### src/rtl/fp_add_pipe.sv
// Three-stage floating-point adder/subtractor with valid/ready stream.
// Stages: unpack/align, add/subtract, normalize/round/pack.
module fp_add_pipe #(
  parameter int EXP_W = 8,
  parameter int MAN_W = 23
) (
  input  logic                     clk,
  input  logic                     reset,
  input  logic                     in_valid,
  output logic                     in_ready,
  input  logic [EXP_W+MAN_W:0]     a,
  input  logic [EXP_W+MAN_W:0]     b,
  input  logic                     sub,
  output logic                     out_valid,
  input  logic                     out_ready,
  output logic [EXP_W+MAN_W:0]     s,
  output logic [3:0]               flags
);

  localparam int W     = 1 + EXP_W + MAN_W;
  localparam int MW4   = MAN_W + 4;
  localparam int EW2   = EXP_W + 2;
  localparam int SHMAX = MAN_W + 3;
  localparam int MAXE  = (2 ** EXP_W) - 1;

  typedef struct packed {
    logic             sx;
    logic             sy;
    logic [EXP_W-1:0] ex;
    logic [MW4-1:0]   mx;
    logic [MW4-1:0]   my;
    logic             nan;
    logic             inv;
    logic             inf;
    logic             isg;
  } s1_t;

  typedef struct packed {
    logic             sg;
    logic [EXP_W-1:0] ex;
    logic [MW4:0]     sum;
    logic             nan;
    logic             inv;
    logic             inf;
    logic             isg;
  } s2_t;

  logic stall;
  logic v1, v2;
  s1_t  n1, r1;
  s2_t  n2, r2;

  assign stall    = out_valid && !out_ready;
  assign in_ready = !stall;

  logic             sa, sb, na, nb, ia, ib, swap;
  logic [EXP_W-1:0] ea, eb, d;
  logic [MAN_W:0]   ma, mb;
  logic [MW4-1:0]   ext, sh, msk;

  always_comb begin
    sa   = a[W-1];
    sb   = b[W-1] ^ sub;
    ea   = a[W-2:MAN_W];
    eb   = b[W-2:MAN_W];
    na   = (&ea) & (|a[MAN_W-1:0]);
    nb   = (&eb) & (|b[MAN_W-1:0]);
    ia   = (&ea) & ~(|a[MAN_W-1:0]);
    ib   = (&eb) & ~(|b[MAN_W-1:0]);
    // exp == 0 flushes denormals to zero
    ma   = (ea == '0) ? '0 : {1'b1, a[MAN_W-1:0]};
    mb   = (eb == '0) ? '0 : {1'b1, b[MAN_W-1:0]};
    swap = {eb, mb} > {ea, ma};
    d    = swap ? eb - ea : ea - eb;
    ext  = {(swap ? ma : mb), 3'b000};
    sh   = ext >> d;
    msk  = ~({MW4{1'b1}} << d);
    n1     = '0;
    n1.sx  = swap ? sb : sa;
    n1.sy  = swap ? sa : sb;
    n1.ex  = swap ? eb : ea;
    n1.mx  = {(swap ? mb : ma), 3'b000};
    if (32'(d) >= SHMAX)
      n1.my = {{(MW4-1){1'b0}}, |ext};
    else
      n1.my = sh | {{(MW4-1){1'b0}}, |(ext & msk)};
    n1.nan = na | nb;
    n1.inv = ia & ib & (sa ^ sb);
    n1.inf = ia | ib;
    n1.isg = ia ? sa : sb;
  end

  logic eff;

  always_comb begin
    eff    = r1.sx ^ r1.sy;
    n2     = '0;
    n2.sum = eff ? ({1'b0, r1.mx} - {1'b0, r1.my})
                 : ({1'b0, r1.mx} + {1'b0, r1.my});
    // exact cancellation is +0 unless both inputs were -0
    n2.sg  = (n2.sum == '0) ? (r1.sx & ~eff) : r1.sx;
    n2.ex  = r1.ex;
    n2.nan = r1.nan;
    n2.inv = r1.inv;
    n2.inf = r1.inf;
    n2.isg = r1.isg;
  end

  logic [MW4:0]   v3;
  logic [MW4-1:0] n;
  logic [EW2-1:0] e, lz;
  logic           uf, up, inx;
  logic [MAN_W+1:0] mant;
  logic [MAN_W-1:0] frac;
  logic [W-1:0]   ns;
  logic [3:0]     nf;

  always_comb begin
    v3 = r2.sum;
    lz = '0;
    uf = 1'b0;
    if (v3[MW4]) begin
      n = {v3[MW4:2], v3[1] | v3[0]};
      e = {2'b00, r2.ex} + EW2'(1);
    end else begin
      for (int i = 0; i < MW4; i++)
        if (v3[i]) lz = EW2'(MW4 - 1 - i);
      n  = v3[MW4-1:0] << lz;
      uf = ({2'b00, r2.ex} <= lz);
      e  = {2'b00, r2.ex} - lz;
    end
    inx  = n[2] | n[1] | n[0];
    up   = n[2] & (n[1] | n[0] | n[3]);
    mant = {1'b0, n[MW4-1:3]} + {{(MAN_W+1){1'b0}}, up};
    if (mant[MAN_W+1]) begin
      e    = e + EW2'(1);
      frac = mant[MAN_W:1];
    end else begin
      frac = mant[MAN_W-1:0];
    end
    nf = 4'b0000;
    if (r2.nan || r2.inv) begin
      ns = {1'b0, {EXP_W{1'b1}}, 1'b1, {(MAN_W-1){1'b0}}};
      nf = {r2.inv, 3'b000};
    end else if (r2.inf) begin
      ns = {r2.isg, {EXP_W{1'b1}}, {MAN_W{1'b0}}};
    end else if (v3 == '0) begin
      ns = {r2.sg, {(W-1){1'b0}}};
    end else if (uf) begin
      ns = {r2.sg, {(W-1){1'b0}}};
      nf = 4'b0011;
    end else if (e >= EW2'(MAXE)) begin
      ns = {r2.sg, {EXP_W{1'b1}}, {MAN_W{1'b0}}};
      nf = 4'b0101;
    end else begin
      ns = {r2.sg, e[EXP_W-1:0], frac};
      nf = {3'b000, inx};
    end
  end

  always_ff @(posedge clk) begin
    if (reset) begin
      v1        <= 1'b0;
      v2        <= 1'b0;
      out_valid <= 1'b0;
      r1        <= '0;
      r2        <= '0;
      s         <= '0;
      flags     <= '0;
    end else if (!stall) begin
      v1        <= in_valid;
      r1        <= n1;
      v2        <= v1;
      r2        <= n2;
      out_valid <= v2;
      if (v2) begin
        s     <= ns;
        flags <= nf;
      end
    end
  end

endmodule

### config.mk
export PLATFORM = sky130hd
export DESIGN_NAME = fp_add_pipe
export DESIGN_NICKNAME = d
export VERILOG_FILES = /design/src/rtl/fp_add_pipe.sv
export SDC_FILE = /design/constraint.sdc
export NUM_CORES = 1
export LEC_CHECK = 0
export BUFFER_PORTS_ARGS = -buffer_cell sky130_fd_sc_hd__buf_2
export CAP_MARGIN = 20
export CORE_AREA = 2 2 188 190
export CTS_BUF_LIST = sky130_fd_sc_hd__clkbuf_8
export DETAILED_ROUTE_END_ITERATION = 10
export DIE_AREA = 0 0 190 192
export PLACE_DENSITY = 0.61
export SLEW_MARGIN = 0
export SYNTH_ARGS = -nofsm -noshare
export SYNTH_HDL_FRONTEND = slang
export SYNTH_SLANG_ARGS = --single-unit
### constraint.sdc
create_clock -name clk -period 5.4 [get_ports clk]
set_clock_uncertainty 0.2 [all_clocks]
set_input_delay 0.27 -clock clk [delete_from_list [all_inputs] [get_ports clk]]
set_output_delay 0.27 -clock clk [all_outputs]
set_load 0.02 [all_outputs]
==> impl_metrics.py, run 1 <==
metrics = {
    "drt": {
        "wl_met2_um": 30800,
        "drt_iter0_markers": 1514,
        "wl_um": 64900,
        "via_count": 17629,
        "drtAntennaViolNets": 0,
        "dr.pass1.iters": 6,
        "met1_length_um": 26400,
        "route.detailed.drc": 0,
        "top_layer_used": "met4",
        "via_per_inst": 6.07,
        "wl_met3_um": 3210,
        "wire_per_inst_um": 22.3,
    },
    "power": {
        "power-per-cell-area_nw_per_um2": 403,
        "leakagePower_nw": 8.54,
        "ir_drop_uv": 205,
    },
    "timing": {
        "report.final.setup_viol": 0,
        "fmax_mhz": 190,
        "fin_hold_ws_ps": 41.7,
        "post-route-period-util": 0.972,
        "slew_viol_final": 0,
        "tightest_slew_ps": 971,
        "period_needed_ps": 5250,
        "setup_ws_ps": 149,
        "relSlewSlack": 0.350,
        "hold_viol": 0,
    },
    "grt": {
        "antenna_found_initial": 0,
        "grt.total_usage": 0.355,
        "grt_max_degree": 83,
        "grt-ovfl-total": 0,
        "grt_pass1_wl_um": 99800,
        "grt_pass1_vias": 17285,
    },
    "clock_tree": {
        "path_clk_slew_ps": 90,
        "clkSinkCount": 145,
        "clock_tree.buffer_depth": 2,
        "cts_max_level": 4,
        "clockRootBuffer": "clkbuf_8",
        "clock_latency_ps": 480,
        "cts_tree": "yes",
        "numCtsBuffers": 17,
    },
    "final_layout": {
        "nets": 2609,
        "drive_gt1_frac": 0.252,
        "fillers": 3330,
        "syn_to_final_growth_pct": 26.3,
        "antennaDiodeCount": 0,
        "fin_cells": 2905,
        "postLayoutCoreUtil": 0.565,
    },
    "placed_design": {
        "dpl.hpwl_um": 52700,
        "gp_congestion": 1.04,
        "pre_cts_slack_ps": -220,
        "dp_cells": 2848,
        "port_buffers": 106,
    },
    "logic_synthesis": {
        "syn_nets": 2268,
        "synthDistinctLibCells": 113,
        "yosysSeqAreaShare": 0.189,
        "synth_top_flop_cell": "dfxtp_1",
        "ys_top_cells_by_count": "nand2_1, nor2_1, a21oi_1",
        "yosys.area_share.adder": 0.0867,
        "synth_top_family_by_area": "compound AO/OA/AOI/OAI gates",
        "synth_xor_area_frac": 0.0366,
        "yosysTopAreaCell": "dfxtp_1",
        "synth_seq_cells": 145,
        "synth_compound_area_frac": 0.306,
        "ys_warn_count": 0,
        "synth_edf_count": 0,
        "avgSynthCellArea_sq_um": 7.31,
        "synthMuxAreaShare": 0.0677,
        "ys_async_sr_fraction": 0,
        "synthCells": 2096,
        "synth_simple_gate_area_frac": 0.243,
        "post-synth-top-count-cell": "nand2_1",
        "synth_area_leaders": "dfxtp_1, ha_1, nand2_1",
        "synth_top_area_share": 0.189,
        "synth.cell_area_sq_um": 15300,
    },
    "setup_path": {
        "cp_data_required_time_ps": 5590,
        "crit_path_start_kind": "input pin",
        "end_kind": "register",
        "cp.arrival_ps": 5440,
        "worstSetupStartpoint": "b[28]",
        "crit_fanout": 27,
        "path_cells": "dlygate4sd3_1 -> buf_2 -> nor4_2 -> nand2_1 -> buf_12 -> nand2_1 -> inv_1 -> ha_1 -> and4_1 -> and2_1 -> o21a_1 -> a41o_1 -> o211ai_1 -> nand2_2 -> mux2_4 -> xor2_1 -> or3_4 -> and2_4 -> buf_4 -> o31ai_2 -> nand3_1 -> or4_1 -> o21a_1",
        "crit_path_max_incr_delay_ps": 530,
        "cp_slowest_cell": "dlygate4sd3_1",
        "crit_buf_inv": 5,
        "critical_path.top_delay_family": "simple AND/OR/NAND/NOR gates",
        "rr_startpoint": "v3[7]",
        "path_class": "input pin to register",
    },
    "flow_run": {
        "drv_cap": 0,
    },
    "floorplan": {
        "rows": 68,
        "core_sq_um": 34300,
        "dieArea_sq_um": 36500,
        "dieWidth_um": 190,
        "die_h_um": 192,
        "pin_count": 107,
        "start_util": 0.447,
    },
    "hold_path": {
        "min_from": "a[26]",
        "hp-class": "input pin to register",
    },
    "outcome": {
        "status": "complete, no violations",
    },
}
## layer usage
metal  global-route usage  vias to the layer above
met1                0.422                     8466
li1                     -                     8423
met2                0.611                      579
met3               0.0433                      161
met5                    0                        -
met4                0.223                        0
## worst min-delay path, delay by kind of cell
| kind | cells | cell delay [ps] |
|---|---|---|
| buffers and inverters | 2 | 260 |
| AND/OR/NAND/NOR | 1 | 60 |
| AO/OA/AOI/OAI | 1 | 80 |
## sequential cells by signal, summed over array words and instances (netlist names)
signal and flops:
n2 12, v3 28, r2 13, out_valid 1, s 32, v1 1, r1 53, v2 1
flags 4
## through the flow
stage               TNS [ps]  instance area [sq um]  power [mW]
detailed placement     -3850                  18400        6.51
global placement       -3320                  18400        6.53
CTS                        0                  19000        7.58
floorplan                  0                  15300        4.19
finish                     0                  19400        7.80
global route           -27.2                  19400        8.22
## cells in the final DEF (no fill, tap or decap), drive strengths merged, types with 11 or more instances in the layout
master,instances
nor4,31
mux2i,74
xnor2,50
nand2,246
a311oi,13
inv,118
xor2,14
nand3,53
and2,21
buf,451
and3,27
a21o,20
clkbuf,18
dfxtp,145
a221oi,13
mux2,22
nor3,64
nand4,21
a211oi,84
dlygate4sd3,14
o31ai,21
a32o,16
a31oi,28
o211ai,36
nor2,209
or3,15
a22o,21
a21boi,11
nand2b,20
o21ai,91
ha,99
a21oi,161
o22ai,14
nor2b,15
## worst paths after layout
kind	cells past startpoint	endpoint	slack, ps
setup / recovery	23	r1[4]	150
hold / removal	4	n2[35]	40
setup reg to reg	17	s[22]	160
hold reg to reg	2	r2[35]	250
## power breakdown
part           internal, mW  switching [mW]
clock network         0.571           0.472
logic                  2.35            3.14
registers              1.16           0.112
total                  4.08            3.72
## timing repair
item | in CTS | in global routing
pin swaps | 0 | 16
hold buffers | 14 | 0
endpoints found under the setup margin | 21 | 61
gates cloned | 0 | 1
hold endpoints to repair | 10 | 0
resized for setup | 1 | 56
buffers inserted | 0 | 10
## cell type report
cell class | count | area, sq um | share of cell area
Clock inverter | 14 | 225 | 0.0116
Sequential cell | 145 | 2900 | 0.150
Multi-Input combinational cell | 1695 | 11700 | 0.602
Inverter | 113 | 428 | 0.0221
Timing Repair Buffer | 465 | 3330 | 0.172
Clock buffer | 18 | 248 | 0.0128
Tap cell | 455 | 569 | 0.0294
## cell families after synthesis
| family | after synthesis |
|---|---|
| fa+ha+maj | 104 |
| simple gates | 765 |
| compound gates | 663 |
| flops | 145 |
| xor+xnor | 64 |
| mux | 98 |
| buf+inv | 257 |
(Power assumes the default switching activity.)
==> run 2, diff against run 1 <==
Settings changed: ABC_AREA set to 1, CELL_PAD_IN_SITES_DETAIL_PLACEMENT set to 1, CELL_PAD_IN_SITES_GLOBAL_PLACEMENT set to 2, CORE_AREA 2 2 188 190 to 2 2 221 223, DIE_AREA 0 0 190 192 to 0 0 223 225, PLACE_DENSITY 0.61 to 0.76.
==> run 2 against run 1 <==
Wire length fell by 6.1%. Area after synthesis fell by 4.7%. Worst setup slack improved by 270 ps. Critical endpoint is now r1[14]. Global-route usage down 11 points. Final cell count rose by 11%. Critical path depth up 7. Cell area is 11% lower.
==> impl_metrics.py, run 2 <==
metrics = {
    "placed_design": {
        "port_buffers": 106,
        "gp_congestion": 0.931,
        "pre_cts_slack_ps": -525,
        "dpl.hpwl_um": 49400,
    },
    "drt": {
        "via_per_inst": 5.32,
        "via_count": 17152,
        "wire_per_inst_um": 18.9,
        "route.detailed.drc": 0,
        "drtAntennaViolNets": 0,
        "met1_length_um": 29100,
        "wl_met3_um": 2040,
        "wl_um": 60900,
        "drt_iter0_markers": 1068,
        "top_layer_used": "met5",
        "dr.pass1.iters": 5,
        "wl_met2_um": 28300,
    },
    "outcome": {
        "status": "complete, no violations",
    },
    "setup_path": {
        "path_class": "input pin to register",
        "crit_path_start_kind": "input pin",
        "rrSetupSlack_ps": 430,
        "cp_common_cell": "nand2_1",
        "cp.arrival_ps": 5250,
        "crit_path_max_incr_delay_ps": 510,
        "end_kind": "register",
        "cp_slowest_cell": "o21ai_0",
        "crit_fanout": 33,
        "cp_data_required_time_ps": 5670,
    },
    "floorplan": {
        "core_sq_um": 47500,
        "dieArea_sq_um": 50200,
        "start_util": 0.307,
        "die_h_um": 225,
        "rows": 80,
        "dieWidth_um": 223,
        "pin_count": 107,
    },
    "clock_tree": {
        "numCtsBuffers": 17,
        "cts_max_level": 4,
        "path_clk_slew_ps": 90,
        "clockRootBuffer": "clkbuf_8",
        "clock_tree.buffer_depth": 2,
        "cts_tree": "yes",
        "clkSinkCount": 145,
        "clock_latency_ps": 560,
    },
    "logic_synthesis": {
        "synth_top_flop_cell": "dfxtp_1",
        "synth_top_area_share": 0.199,
        "synth_area_leaders": "dfxtp_1, nand2_1, nand3_1",
        "synthDistinctLibCells": 59,
        "synth_edf_count": 0,
        "ys_async_sr_fraction": 0,
        "synthCells": 2429,
        "syn_nets": 2601,
        "synth.cell_area_sq_um": 14600,
        "avgSynthCellArea_sq_um": 6.01,
        "synth_seq_cells": 145,
        "ys_warn_count": 0,
        "ys_top_cells_by_count": "nand2_1, inv_1, nand3_1",
        "yosysSeqAreaShare": 0.199,
        "post-synth-top-count-cell": "nand2_1",
        "yosysTopAreaCell": "dfxtp_1",
    },
    "timing": {
        "relSlewSlack": 0.478,
        "tightest_slew_ps": 775,
        "slew_viol_final": 0,
        "setup_ws_ps": 421,
        "hold_viol": 0,
        "post-route-period-util": 0.922,
        "report.final.setup_viol": 0,
        "period_needed_ps": 4980,
        "fmax_mhz": 201,
    },
    "final_layout": {
        "drive_gt1_frac": 0.139,
        "final_common_cell": "nand2_1",
        "top_register": "r1",
        "mostFrequentLayoutCells": "nand2_1, inv_1, nand3_1, nor2_1, o21ai_0",
        "syn_to_final_growth_pct": 18.5,
        "largest_reg_flops": 53,
        "nets": 2764,
    },
    "grt": {
        "antenna_found_initial": 2,
        "grt_max_degree": 76,
        "grt.total_usage": 0.244,
        "grt_pass1_vias": 17232,
        "grt_pass1_wl_um": 96500,
        "grt-ovfl-total": 0,
    },
    "power": {
        "power-per-cell-area_nw_per_um2": 386,
        "fin_total_pwr_mw": 6.68,
        "ir_drop_uv": 179,
        "leakagePower_nw": 8.36,
    },
    "hold_path": {
        "hp-class": "input pin to register",
    },
    "flow_run": {
        "drv_cap": 0,
    },
}
==> run 2: changes by cell type after synthesis, sizes merged, moves of 40 or more <==
cell	previous run	this run
xnor2	50	10
mux2i	74	7
nand2	246	540
inv	113	303
nand3	53	259
a211oi	84	10
o21ai	91	207
==> run 2: layer usage <==
layer,global-route usage,vias up
met2,0.403,313
met5,0,-
met4,0.0829,2
li1,-,8507
met3,0.0344,63
met1,0.324,8267
==> run 2: metrics by stage <==
| step | util | std cells | instance area [sq um] | TNS, ps | hold WS [ps] |
|---|---|---|---|---|---|
| 6_report | 0.364 | 3223 | 17300 | 0 | 61.7 |
| 3_3_place_gp | 0.347 | 3155 | 16500 | -1040 | 253 |
| 4_1_cts | 0.358 | 3204 | 17000 | 0 | 1.99 |
| 5_1_grt | 0.364 | 3221 | 17300 | -114 | 48.0 |
| 3_5_place_dp | 0.347 | 3155 | 16500 | -4360 | 255 |
| 2_1_floorplan | - | 2429 | 14600 | 0 | 237 |
==> run 2: path summary, 6_finish.rpt <==
path                            start        to  cells after the start
worst min-delay path            a[27]     n2[3]                      7
worst min register to register   s[2]      s[2]                      2
worst max-delay path            b[29]    r1[14]                     30
worst max register to register  v3[1]  flags[0]                     32
==> run 2: worst max-delay path, delay by kind of cell <==
kind / cells / cell delay, ps
compound gates: 9 / 1960
fa+ha+maj: 1 / 300
simple gates: 12 / 1500
buf+inv: 8 / 1200
==> run 2: layout make-up <==
| type | count | area, sq um |
|---|---|---|
| Inverter | 311 | 1180 |
| Timing Repair inverter | 1 | 7.51 |
| Multi-Input combinational cell | 1845 | 10200 |
| Timing Repair Buffer | 271 | 1910 |
| Clock buffer | 17 | 234 |
| Sequential cell | 145 | 2910 |
| Clock inverter | 15 | 111 |
| Antenna cell | 3 | 7.51 |
| Fill cell | 6294 | 30200 |
| Tap cell | 615 | 769 |
==> run 2: what timing repair did <==
action,4_1_cts,5_1_grt
setup buffers,0,15
gates resized for setup,0,50
setup endpoints to repair,0,60
hold buffers,17,0
hold endpoints to repair,28,0
==> run 2: cells by family (layout without fill, tap and decap cells) <==
group	after synthesis	after routing	synth area share
flip-flops	145	145	0.199
multiplexers	7	7	0.00480
AO/OA/AOI/OAI	565	565	0.225
buffers and inverters	439	615	0.116
AND/OR/NAND/NOR	1117	1117	0.334
XOR/XNOR	53	53	0.0318
other	0	3	0
adder cells (fa/ha/maj)	103	103	0.0903
==> run 2: report_power, final <==
group / switching [mW] / internal [mW]
clock: 0.511 / 0.320
combinational: 3.03 / 1.53
sequential: 0.116 / 1.17
total: 3.65 / 3.02
==> run 3, diff against run 2 <==
Settings changed: CORE_AREA 2 2 221 223 to 2 2 157 312, DIE_AREA 0 0 223 225 to 0 0 159 314.
==> run 3 against run 2 <==
Worst setup slack worse by 170 ps. Die area is 0.50% lower. Via count is 4.5% higher. Clock power is 7.5% higher.
==> impl_metrics.py, run 3 (synthesis results as in run 2) <==
metrics = {
    "outcome": {
        "status": "complete, no violations",
    },
    "timing": {
        "period_needed_ps": 5150,
        "hold_viol": 0,
        "fmax_mhz": 194,
        "slew_viol_final": 0,
        "relSlewSlack": 0.464,
        "post-route-period-util": 0.953,
        "tightest_slew_ps": 804,
        "report.final.setup_viol": 0,
    },
    "floorplan": {
        "rows": 113,
        "start_util": 0.307,
        "core_sq_um": 47500,
        "dieWidth_um": 159,
        "dieArea_sq_um": 49900,
        "die_h_um": 314,
        "pin_count": 107,
    },
    "final_layout": {
        "postLayoutCoreUtil": 0.384,
        "syn_to_final_growth_pct": 25.0,
        "nets": 2847,
        "drive_gt1_frac": 0.185,
        "top_register": "r1",
        "largest_reg_flops": 53,
        "multi_input_area_sq_um": 10400,
        "fillers": 6411,
        "mostFrequentLayoutCells": "nand2_1, inv_1, nand3_1, buf_4, nor2_1",
        "final_common_cell": "nand2_1",
        "regArea_sq_um": 2900,
    },
    "setup_path": {
        "cp.arrival_ps": 5350,
        "crit_path_max_incr_delay_ps": 340,
        "cp_slowest_cell": "dfxtp_2",
        "cp_data_required_time_ps": 5600,
        "crit_fanout": 17,
        "cp_common_cell": "nand2_1",
        "crit_path_start_kind": "register",
        "end_kind": "register",
        "path_class": "register to register",
    },
    "clock_tree": {
        "clkSinkCount": 145,
        "clockRootBuffer": "clkbuf_8",
        "path_clk_slew_ps": 100,
        "clock_tree.buffer_depth": 2,
        "cts_tree": "yes",
        "cts_max_level": 4,
        "numCtsBuffers": 17,
        "clock_latency_ps": 530,
    },
    "grt": {
        "grt_pass1_wl_um": 106000,
        "grt_max_degree": 117,
        "antenna_found_initial": 1,
        "grt-ovfl-total": 0,
        "grt.total_usage": 0.273,
        "grt_pass1_vias": 19186,
    },
    "drt": {
        "via_per_inst": 5.40,
        "wire_per_inst_um": 21.1,
        "dr.pass1.iters": 5,
        "route.detailed.drc": 0,
        "drt_iter0_markers": 682,
        "wl_um": 70000,
        "via_count": 17922,
        "drtAntennaViolNets": 0,
    },
    "power": {
        "intPower_mw": 3.38,
        "ir_drop_uv": 182,
        "p_sw_frac": 0.547,
        "clkPwrFrac": 0.120,
        "fin_total_pwr_mw": 7.45,
        "power_switching_mw": 4.07,
        "power-per-cell-area_nw_per_um2": 408,
        "combPwrFrac": 0.709,
        "leakagePower_nw": 8.90,
        "seqPwrFrac": 0.171,
    },
    "placed_design": {
        "dpl.hpwl_um": 57400,
        "gp_congestion": 1.01,
        "port_buffers": 106,
    },
    "hold_path": {
        "hp-class": "input pin to register",
    },
    "flow_run": {
        "drv_cap": 0,
    },
}
-- run 3: power groups by stage --
stage               Clock (mW)  Combinational, mW  Sequential, mW
finish                   0.893               5.28            1.27
global route             0.964               5.76            1.29
floorplan                    0               2.92            1.28
global placement             0               4.72            1.29
detailed placement           0               4.81            1.30
CTS                      0.922               4.83            1.27
-- run 3: worst max-delay path: cells and delay by family, from the launching register on --
family          cells  cell delay (ps)
simple gates       35             2900
compound gates      4              670
buf+inv             4              520
fa+ha+maj           2              360
flops               1              340
-- run 3: layout make-up --
cell class,count,share of cell area
repair buffers,355,0.143
clock inverters,14,0.00747
multi-input cells,1845,0.569
well taps,632,0.0433
inverters,311,0.0646
diodes,1,0.000137
clock buffers,18,0.0136
flip-flops and latches,145,0.159
-- run 3: worst paths after layout --
path	slack, ps	to	depth (start not counted)	from
setup / recovery	250	s[25]	45	v3[2]
hold / removal	60	r1[45]	5	b[11]
setup reg to reg	250	s[25]	45	v3[2]
hold reg to reg	270	s[1]	2	s[1]
-- run 3: per-stage QoR --
stage | worst slack, ps | area (sq um) | TNS [ps] | instances | hold slack, ps
final | 251 | 18300 | 0 | 3321 | 61.6
after global routing | -96.0 | 18300 | -2240 | 3321 | 78.0
after CTS | 3.67 | 17600 | 0 | 3296 | 31.5
after detailed placement | -308 | 17200 | -4990 | 3261 | 253
after global placement | -260 | 17200 | -2690 | 3261 | 251
after floorplan | 269 | 14600 | 0 | 2429 | 237
-- run 3: metal layers --
layer | global-route usage | share of wire | wire, um
met2 | 0.558 | 0.56 | 39300
met4 | 0.252 | 0.11 | 7440
met5 | 0 | 0 | 0
met1 | 0.219 | 0.31 | 21400
met3 | 0.0335 | 0.025 | 1780
-- run 3: what timing repair did --
action,4_1_cts,5_1_grt
hold buffers,3,0
buffers inserted,0,21
resized for setup,3,97
setup endpoints to repair,31,53
cloned,0,2
endpoints found under the hold margin,13,0
pin swaps,0,27
